<file path="src/rtl/keypad_scanner.sv">
// 4x4 matrix keypad scanner.
// Walks an active-low column strobe across the keypad, latches the first
// (lowest-row) key it finds, debounces the press and the release with the
// same counter, and reports an accepted key as a one-cycle pulse plus a
// held code. While a key is being debounced or held, the strobe is frozen
// on that key's column.
module keypad_scanner #(
    parameter int SCAN_DIV     = 24000,
    parameter int DEBOUNCE_CNT = 480000
) (
    input  logic       clk,
    input  logic       reset,
    input  logic [3:0] rows,
    output logic [3:0] cols,
    output logic       key_valid,
    output logic [3:0] key_code,
    output logic       key_held
);

    localparam int CNT_MAX = (SCAN_DIV > DEBOUNCE_CNT) ? SCAN_DIV : DEBOUNCE_CNT;
    localparam int CW      = $clog2(CNT_MAX + 1);

    localparam logic [CW-1:0] SCAN_LAST = CW'(SCAN_DIV - 1);
    localparam logic [CW-1:0] DEB_LAST  = CW'(DEBOUNCE_CNT - 1);
    localparam logic [CW-1:0] CNT_SAT   = CW'(CNT_MAX);

    typedef enum logic [1:0] {
        ST_SCAN     = 2'd0,
        ST_DEBOUNCE = 2'd1,
        ST_HELD     = 2'd2,
        ST_RELEASE  = 2'd3
    } state_e;

    // Increment that sticks at the counter's maximum instead of wrapping.
    function automatic logic [CW-1:0] sat_inc(input logic [CW-1:0] v);
        logic [CW-1:0] res;
        if (v == CNT_SAT) begin
            res = v;
        end else begin
            res = v + CW'(1);
        end
        return res;
    endfunction

    // Index of the lowest active-low row; only called when some row is low.
    function automatic logic [1:0] lowest_low_row(input logic [3:0] rs);
        logic [1:0] idx;
        if (!rs[0]) begin
            idx = 2'd0;
        end else if (!rs[1]) begin
            idx = 2'd1;
        end else if (!rs[2]) begin
            idx = 2'd2;
        end else begin
            idx = 2'd3;
        end
        return idx;
    endfunction

    // Keypad legend: row0 1 2 3 A, row1 4 5 6 B, row2 7 8 9 C, row3 E 0 F D.
    function automatic logic [3:0] key_map(input logic [1:0] r, input logic [1:0] c);
        logic [3:0] code;
        case ({r, c})
            4'd0:    code = 4'h1;
            4'd1:    code = 4'h2;
            4'd2:    code = 4'h3;
            4'd3:    code = 4'hA;
            4'd4:    code = 4'h4;
            4'd5:    code = 4'h5;
            4'd6:    code = 4'h6;
            4'd7:    code = 4'hB;
            4'd8:    code = 4'h7;
            4'd9:    code = 4'h8;
            4'd10:   code = 4'h9;
            4'd11:   code = 4'hC;
            4'd12:   code = 4'hE;
            4'd13:   code = 4'h0;
            4'd14:   code = 4'hF;
            4'd15:   code = 4'hD;
            default: code = 4'h0;
        endcase
        return code;
    endfunction

    logic [3:0]    sync1_q;
    logic [3:0]    rs_q;
    state_e        state_q, state_d;
    logic [1:0]    c_q, c_d;
    logic [1:0]    r_q, r_d;
    logic [CW-1:0] cnt_q, cnt_d;
    logic [3:0]    cols_q, cols_d;
    logic          key_valid_q, key_valid_d;
    logic [3:0]    key_code_q, key_code_d;
    logic          key_held_q, key_held_d;

    logic row_low_s;
    logic accept_s;
    logic release_done_s;

    assign row_low_s      = ~rs_q[r_q];
    assign accept_s       = (state_q == ST_DEBOUNCE) && row_low_s && (cnt_q >= DEB_LAST);
    assign release_done_s = (state_q == ST_RELEASE) && !row_low_s && (cnt_q >= DEB_LAST);

    // State register: synchronizer, FSM state, counters and registered outputs.
    always_ff @(posedge clk or negedge reset) begin
        if (!reset) begin
            sync1_q     <= 4'b1111;
            rs_q        <= 4'b1111;
            state_q     <= ST_SCAN;
            c_q         <= 2'd0;
            r_q         <= 2'd0;
            cnt_q       <= '0;
            cols_q      <= 4'b1110;
            key_valid_q <= 1'b0;
            key_code_q  <= 4'h0;
            key_held_q  <= 1'b0;
        end else begin
            sync1_q     <= rows;
            rs_q        <= sync1_q;
            state_q     <= state_d;
            c_q         <= c_d;
            r_q         <= r_d;
            cnt_q       <= cnt_d;
            cols_q      <= cols_d;
            key_valid_q <= key_valid_d;
            key_code_q  <= key_code_d;
            key_held_q  <= key_held_d;
        end
    end

    // Next-state logic: column walk, press/release debounce and key latching.
    always_comb begin
        state_d = state_q;
        c_d     = c_q;
        r_d     = r_q;
        cnt_d   = cnt_q;
        case (state_q)
            ST_SCAN: begin
                if (cnt_q >= SCAN_LAST) begin
                    cnt_d = '0;
                    if (rs_q == 4'b1111) begin
                        c_d = c_q + 2'd1;
                    end else begin
                        r_d     = lowest_low_row(rs_q);
                        state_d = ST_DEBOUNCE;
                    end
                end else begin
                    cnt_d = sat_inc(cnt_q);
                end
            end
            ST_DEBOUNCE: begin
                if (!row_low_s) begin
                    // Bounce: resume scanning this same column from a fresh dwell.
                    state_d = ST_SCAN;
                    cnt_d   = '0;
                end else if (accept_s) begin
                    state_d = ST_HELD;
                    cnt_d   = '0;
                end else begin
                    cnt_d = sat_inc(cnt_q);
                end
            end
            ST_HELD: begin
                if (row_low_s) begin
                    cnt_d = '0;
                end else begin
                    state_d = ST_RELEASE;
                    cnt_d   = '0;
                end
            end
            ST_RELEASE: begin
                if (row_low_s) begin
                    state_d = ST_HELD;
                    cnt_d   = '0;
                end else if (release_done_s) begin
                    state_d = ST_SCAN;
                    c_d     = 2'd0;
                    cnt_d   = '0;
                end else begin
                    cnt_d = sat_inc(cnt_q);
                end
            end
            default: begin
                state_d = ST_SCAN;
                c_d     = 2'd0;
                cnt_d   = '0;
            end
        endcase
    end

    // Output logic: next values of the registered column strobe and key outputs.
    always_comb begin
        key_valid_d = accept_s;
        if (accept_s) begin
            key_code_d = key_map(r_q, c_q);
        end else begin
            key_code_d = key_code_q;
        end
        if (accept_s) begin
            key_held_d = 1'b1;
        end else if (release_done_s) begin
            key_held_d = 1'b0;
        end else begin
            key_held_d = key_held_q;
        end
        case (c_d)
            2'd0:    cols_d = 4'b1110;
            2'd1:    cols_d = 4'b1101;
            2'd2:    cols_d = 4'b1011;
            2'd3:    cols_d = 4'b0111;
            default: cols_d = 4'b1110;
        endcase
    end

    assign cols      = cols_q;
    assign key_valid = key_valid_q;
    assign key_code  = key_code_q;
    assign key_held  = key_held_q;

endmodule
</file>
<file path="config.mk">
export PLATFORM = sky130hd
export DESIGN_NAME = keypad_scanner
export DESIGN_NICKNAME = d
export VERILOG_FILES = /design/src/rtl/keypad_scanner.sv
export SDC_FILE = /design/constraint.sdc
export NUM_CORES = 1
export LEC_CHECK = 0
export CAP_MARGIN = 20
export CORE_ASPECT_RATIO = 0.7
export CORE_MARGIN = 2
export CORE_UTILIZATION = 50
export CTS_CLUSTER_SIZE = 24
export DETAILED_ROUTE_END_ITERATION = 10
export PLACE_DENSITY = 0.78
export SYNTH_ARGS = -nofsm -noshare
export SYNTH_HDL_FRONTEND = slang
export SYNTH_SLANG_ARGS = --single-unit
</file>
<file path="constraint.sdc">
create_clock -name clk -period 2.3 [get_ports clk]
set_input_delay 0.23 -clock clk [delete_from_list [all_inputs] [get_ports clk]]
set_output_delay 0.23 -clock clk [all_outputs]
set_load 0.005 [all_outputs]
</file>
After elaboration in Yosys (flattened, before gate mapping) --
Memory sizes are Yosys's and may differ from the RTL's. A register that Yosys moved wholly into a read port is not among the register bits. Index checks and enable logic that the tools add are counted.
Storage, ports and cells: flip-flop bits (word level) 39, memory bits (read-only) 64, input bits 6, output and inout bits 10, logic and storage cells 68, memories 1
Cells by class: add/sub/neg operators 2, order comparisons 3, equal/unequal tests 13, multiplexer cells 28, bitwise gates (word level) 2, reduce and logical (&&, ||, !) cells 10
Memories:
- (name not given) | depth 16, bits a word 4, rd ports 1, clocked after Yosys merged registers in 1, write ports 0, RTL line 63 | case ({r, c})
Operator list (number):
- $mux 19 | 6
- $pmux 19 s4 | 1
- $mux 2 | 13
- $add 19x1->19 const B | 1
- $eq 19x19->1 const B | 1
- $ge 19x15->1 const B | 1
- $ge 19x19->1 const B | 1
- $pmux 4 s4 | 1
- $eq 2x2->1 const B | 4
- $pmux 2 s4 | 1
- $ne 2x2->1 const B | 3
- $ne 3x3->1 const B | 2
- $reduce_and 5->1 | 1
- $eq 2x1->1 const B | 2
- $eq 4x4->1 const B | 1
- $logic_and 1x1->1 | 4
- $logic_not 2->1 | 2
- $mux 1 | 4
- $pmux 2 s2 | 1
- $lt 2x3->1 const B | 1
- $reduce_and 3->1 | 1
- $add 2x1->2 const B | 1
- $bmux 1 s2 | 1
- $not 1->1 | 2
- other kinds (2) | 2

Longest topological paths before layout --
depth after elaboration 9, depth in mapped cells 8, depth with buffers taken out 8

Worst setup path before layout --
No wires, ideal clock.
kind register to register, from register cnt_q[15], to register cols_q[1] (netlist: cols[1]), setup time 82 ps, arrival 1988 ps, data required time 2218 ps, setup slack 230 ps, stages on the path, launching flop included 7, path buffers 0, clock period less this slack 2070 ps, path through dfrtp_1 -> or4_4 -> a21oi_2 -> o22ai_2 -> or2_4 -> a221o_1 -> or2_1
On the way: longest elaborated chain between the ends 7, elaborated cells on any way between the ends 12, those cells by class order compare (2); eq/ne (3); mux (5); reduce/logical (2)
Ends and longest elaborated chain:
- start, declared | RTL line 90 | logic [CW-1:0] cnt_q, cnt_d;
- start signal, assigned | RTL line 123 | cnt_q <= cnt_d;
- $ge 19x19->1 | RTL line 102 | assign release_done_s = (state_q == ST_RELEASE) && !row_low_s && (cnt_q >= DEB_LAST);
- $logic_and 1x1->1 | RTL line 102
- $mux 2 | RTL line 175 | end else if (release_done_s) begin
- $mux 2 | RTL line 172 | if (row_low_s) begin
- $pmux 2 s2 * | RTL line 137 | case (state_q)
- named net c_d[1] | RTL line 88 | logic [1:0] c_q, c_d;
- $eq 2x2->1, or another cell as far along | RTL line 206 | case (c_d)
- $pmux 4 s4 * | RTL line 206
- named net cols_d[1] | RTL line 91 | logic [3:0] cols_q, cols_d;
- end signal, assigned | RTL line 124 | cols_q <= cols_d;
- end, declared | RTL line 91
The timed path passes the listed nets; every way through them passes the cells marked *. A chain may end at the register's enable or synchronous reset.

Worst setup path in the final report --
from register cnt_q[2], to register cols_q[1] (netlist: cols[1])
Same word-level chain as after synthesis.

==> results.toml <==
[outcome]
status = "complete, no violations"

[synthesis]
synth_top_area_share = 0.348
ys_seq_area_frac = 0.474
synth_nets = 247
async_flop_share = 1.00
syn_area_per_cell_sq_um = 9.95
synth.distinct_cells = 48
synth_top_flop_cell = "dfrtp_1"
netlist_instances = 231
ys_top_cells_by_count = "32 x dfrtp_1, 32 x nor2_1, 20 x nand2_1"
yosys-top-cells-area = "dfrtp_1 35%, dfstp_2 13%, ha_1 5.4%"
synth-edff-count = 0
ys_seq_elements = 43
syn_area_sq_um = 2300
yosysTopAreaCell = "dfrtp_1"
yosys_warnings = 0

[clock_tree]
path_clk_slew_ns = 0.09
cts_sinks = 43
root_buffer = "clkbuf_8"
cts_made_buffers = 5
cts_setup_buffers = 0
cts_tree = "done"
cts_resized = 0
cts_max_level = 2
cts_hold_buf = 0
clkLatencyLatePin_ns = 0.30
cts_max_path_buffers = 2

[floorplanning]
start_util = 0.525
io_pins = 16
die-area_sq_um = 5160
coreArea_sq_um = 4380
fp.dieH_um = 60.7
die_w_um = 85.0
rows = 20

[finish]
drive_gt1_frac = 0.169
area_delta_synth_final_pct = 17.4
nFillCells = 360
seq_area_sq_um = 1090
utilization = 0.616
multi_input_area_sq_um = 1140
nNetsFinal = 275
antennaDiodeCount = 0
final_area_sq_um = 2700

[pwr]
combPwrFrac = 0.022
vdd_drop_max_uv = 382
pwr-share-seq = 0.567
switching_share = 0.220
p_int_mw = 1.06
p_sw_mw = 0.299
powerDensity_nw_per_um2 = 505
leakage_nw = 1.17
clkPwrFrac = 0.411

[worst_setup_path]
path_class = "reg2reg"
end_kind = "flip-flop"
crit_chain = "nand4_1 > nor4_2 > a41o_1 > a41oi_1 > a221o_1 > or2_1"
critPathRequiredTime_ns = 2.53
r2r_end = "cols[1]$_DFF_PN1_"
worst-path-buf-inv = 0
crit_family = "compound AO/OA/AOI/OAI gates"
r2r_cells = 6
max_stage_delay_ns = 0.47
ff2ff_setup_slack_ns = 0.11
worstPathArrival_ns = 2.43
worstReg2RegStart = "cnt_q[2]$_DFF_PN0_"
start_kind = "flip-flop"
critPathMaxFanout = 8
slowest_stage = "a221o_1"

[route]
dr.first_iter.drc_count = 258
final_antenna_net_count = 0
drc = 0
wl_per_cell_um = 14.8
drt_wl_total_mm = 4.65
firstDrtPassIters = 4
vias = 1765
viasPerCell = 5.60

[sta]
fin_crit_ns = 2.19
hold_viol = 0
finalSetupTns_ns = 0
drv_slew = 0
fin_ws_ns = 0.107
max-slew-margin-rel = 0.387
max_freq_ghz = 0.456
fin_hold_ws_ns = 0.0545
setup_viol = 0
tightest_slew_ns = 0.920
worst_clock_skew_ns = 0.00540
finalCritPeriodShare = 0.953

[global_routing]
grt_pass1_vias = 1612
grt-busiest-layer = "met1"
use_met2 = 0.258
antenna_found_initial = 0
grt_max_degree = 44
grt_usage = 0.195
met1_usage = 0.296
gr-total-overflow = 0
grt_util_met3 = 0.0626
grt_pass1_wl_mm = 7.58

[place]
io_buffer_count = 15
placed_area_sq_um = 2570
pre_cts_ws_ns = -0.00418
gp_congestion = 0.950
hpwl_mm = 3.39

[hold_path]
hold_class = "in2async"

[job]
drv_cap = 0
## flip-flops by register name (all words and copies together) (netlist names), named ones only
name       count
c_q            2
r_q            2
key_held       1
sync1_q        4
key_valid      1
key_code       4
rs_q           4
state_q        1
cols           4
cnt_q         19
## power by group through the flow
stage          Clock (mW)  Sequential, mW  Combinational, mW
3_5_place_dp            0           0.787             0.0306
4_1_cts             0.575           0.773             0.0306
3_3_place_gp            0           0.787             0.0298
5_1_grt             0.608           0.774             0.0339
2_1_floorplan           0           0.786            0.00556
6_report            0.561           0.773             0.0294
## worst register-to-register path, stage by stage, from the launching register on
cell and delay, ns:
dfrtp_1 0.46, nand4_1 0.21, nor4_2 0.31, a41o_1 0.23, a41oi_1 0.23, a221o_1 0.47, or2_1 0.22
## worst max-delay path by stage
stage | startpoint | to | slack, ns | cells past startpoint
6_report | cnt_q[2]$_DFF_PN0_ | cols[1]$_DFF_PN1_ | 0.11 | 6
5_1_grt | cnt_q[2]$_DFF_PN0_ | cols[1]$_DFF_PN1_ | -0.006 | 6
4_1_cts | cnt_q[2]$_DFF_PN0_ | cnt_q[5]$_DFF_PN0_ | 0.002 | 6
3_5_place_dp | cnt_q[2]$_DFF_PN0_ | cnt_q[5]$_DFF_PN0_ | -0.004 | 6
3_3_place_gp | cnt_q[7]$_DFF_PN0_ | cnt_q[17]$_DFF_PN0_ | 0.12 | 6
2_1_floorplan | cnt_q[15]$_DFF_PN0_ | cols[1]$_DFF_PN1_ | 0.23 | 6
## placed cells by master (no fill, tap or decap), drive strengths merged, types with 3 or more instances in the layout
cell type / count
a21oi: 14
nand4: 5
dfrtp: 32
clkdlybuf4s50: 14
nand3: 8
buf: 13
dfstp: 11
xor2: 9
mux2i: 5
nand2: 20
or2: 3
and4: 3
clkbuf: 6
nor2: 32
ha: 10
inv: 17
and3: 3
nor3: 8
xnor2: 8
nor4: 4
o21ai: 6
## cell families (layout without fill, tap and decap cells)
kind of cell | count (synthesis) | in the layout | share of synthesized area
AOI/OAI and AO/OA | 34 | 34 | 0.101
xor gates and xnor gates | 17 | 17 | 0.0648
buffers and inverters | 21 | 50 | 0.0392
muxes | 8 | 8 | 0.0463
adders and majority gates | 10 | 10 | 0.0544
and+or+nand+nor | 98 | 98 | 0.220
DFF | 43 | 43 | 0.474
## metal layers
metal,vias up,wire length [um]
met5,-,0
met4,0,42
met3,5,404
met2,69,1880
met1,828,2330
li1,863,-
## per-stage QoR
| step | cells | power (mW) |
|---|---|---|
| after global placement | 307 | 0.816 |
| after CTS | 315 | 1.38 |
| after floorplan | 231 | 0.792 |
| after global routing | 315 | 1.42 |
| final | 315 | 1.36 |
| after detailed placement | 307 | 0.818 |
## layout make-up
cell class,instances,area share
clock inverters,2,0.00557
flip-flops and latches,43,0.404
well taps,55,0.0255
clock buffers,6,0.0348
repair buffers,27,0.0872
inverters,15,0.0209
multi-input cells,167,0.422
No activity file was read; power rests on OpenSTA's default activity.
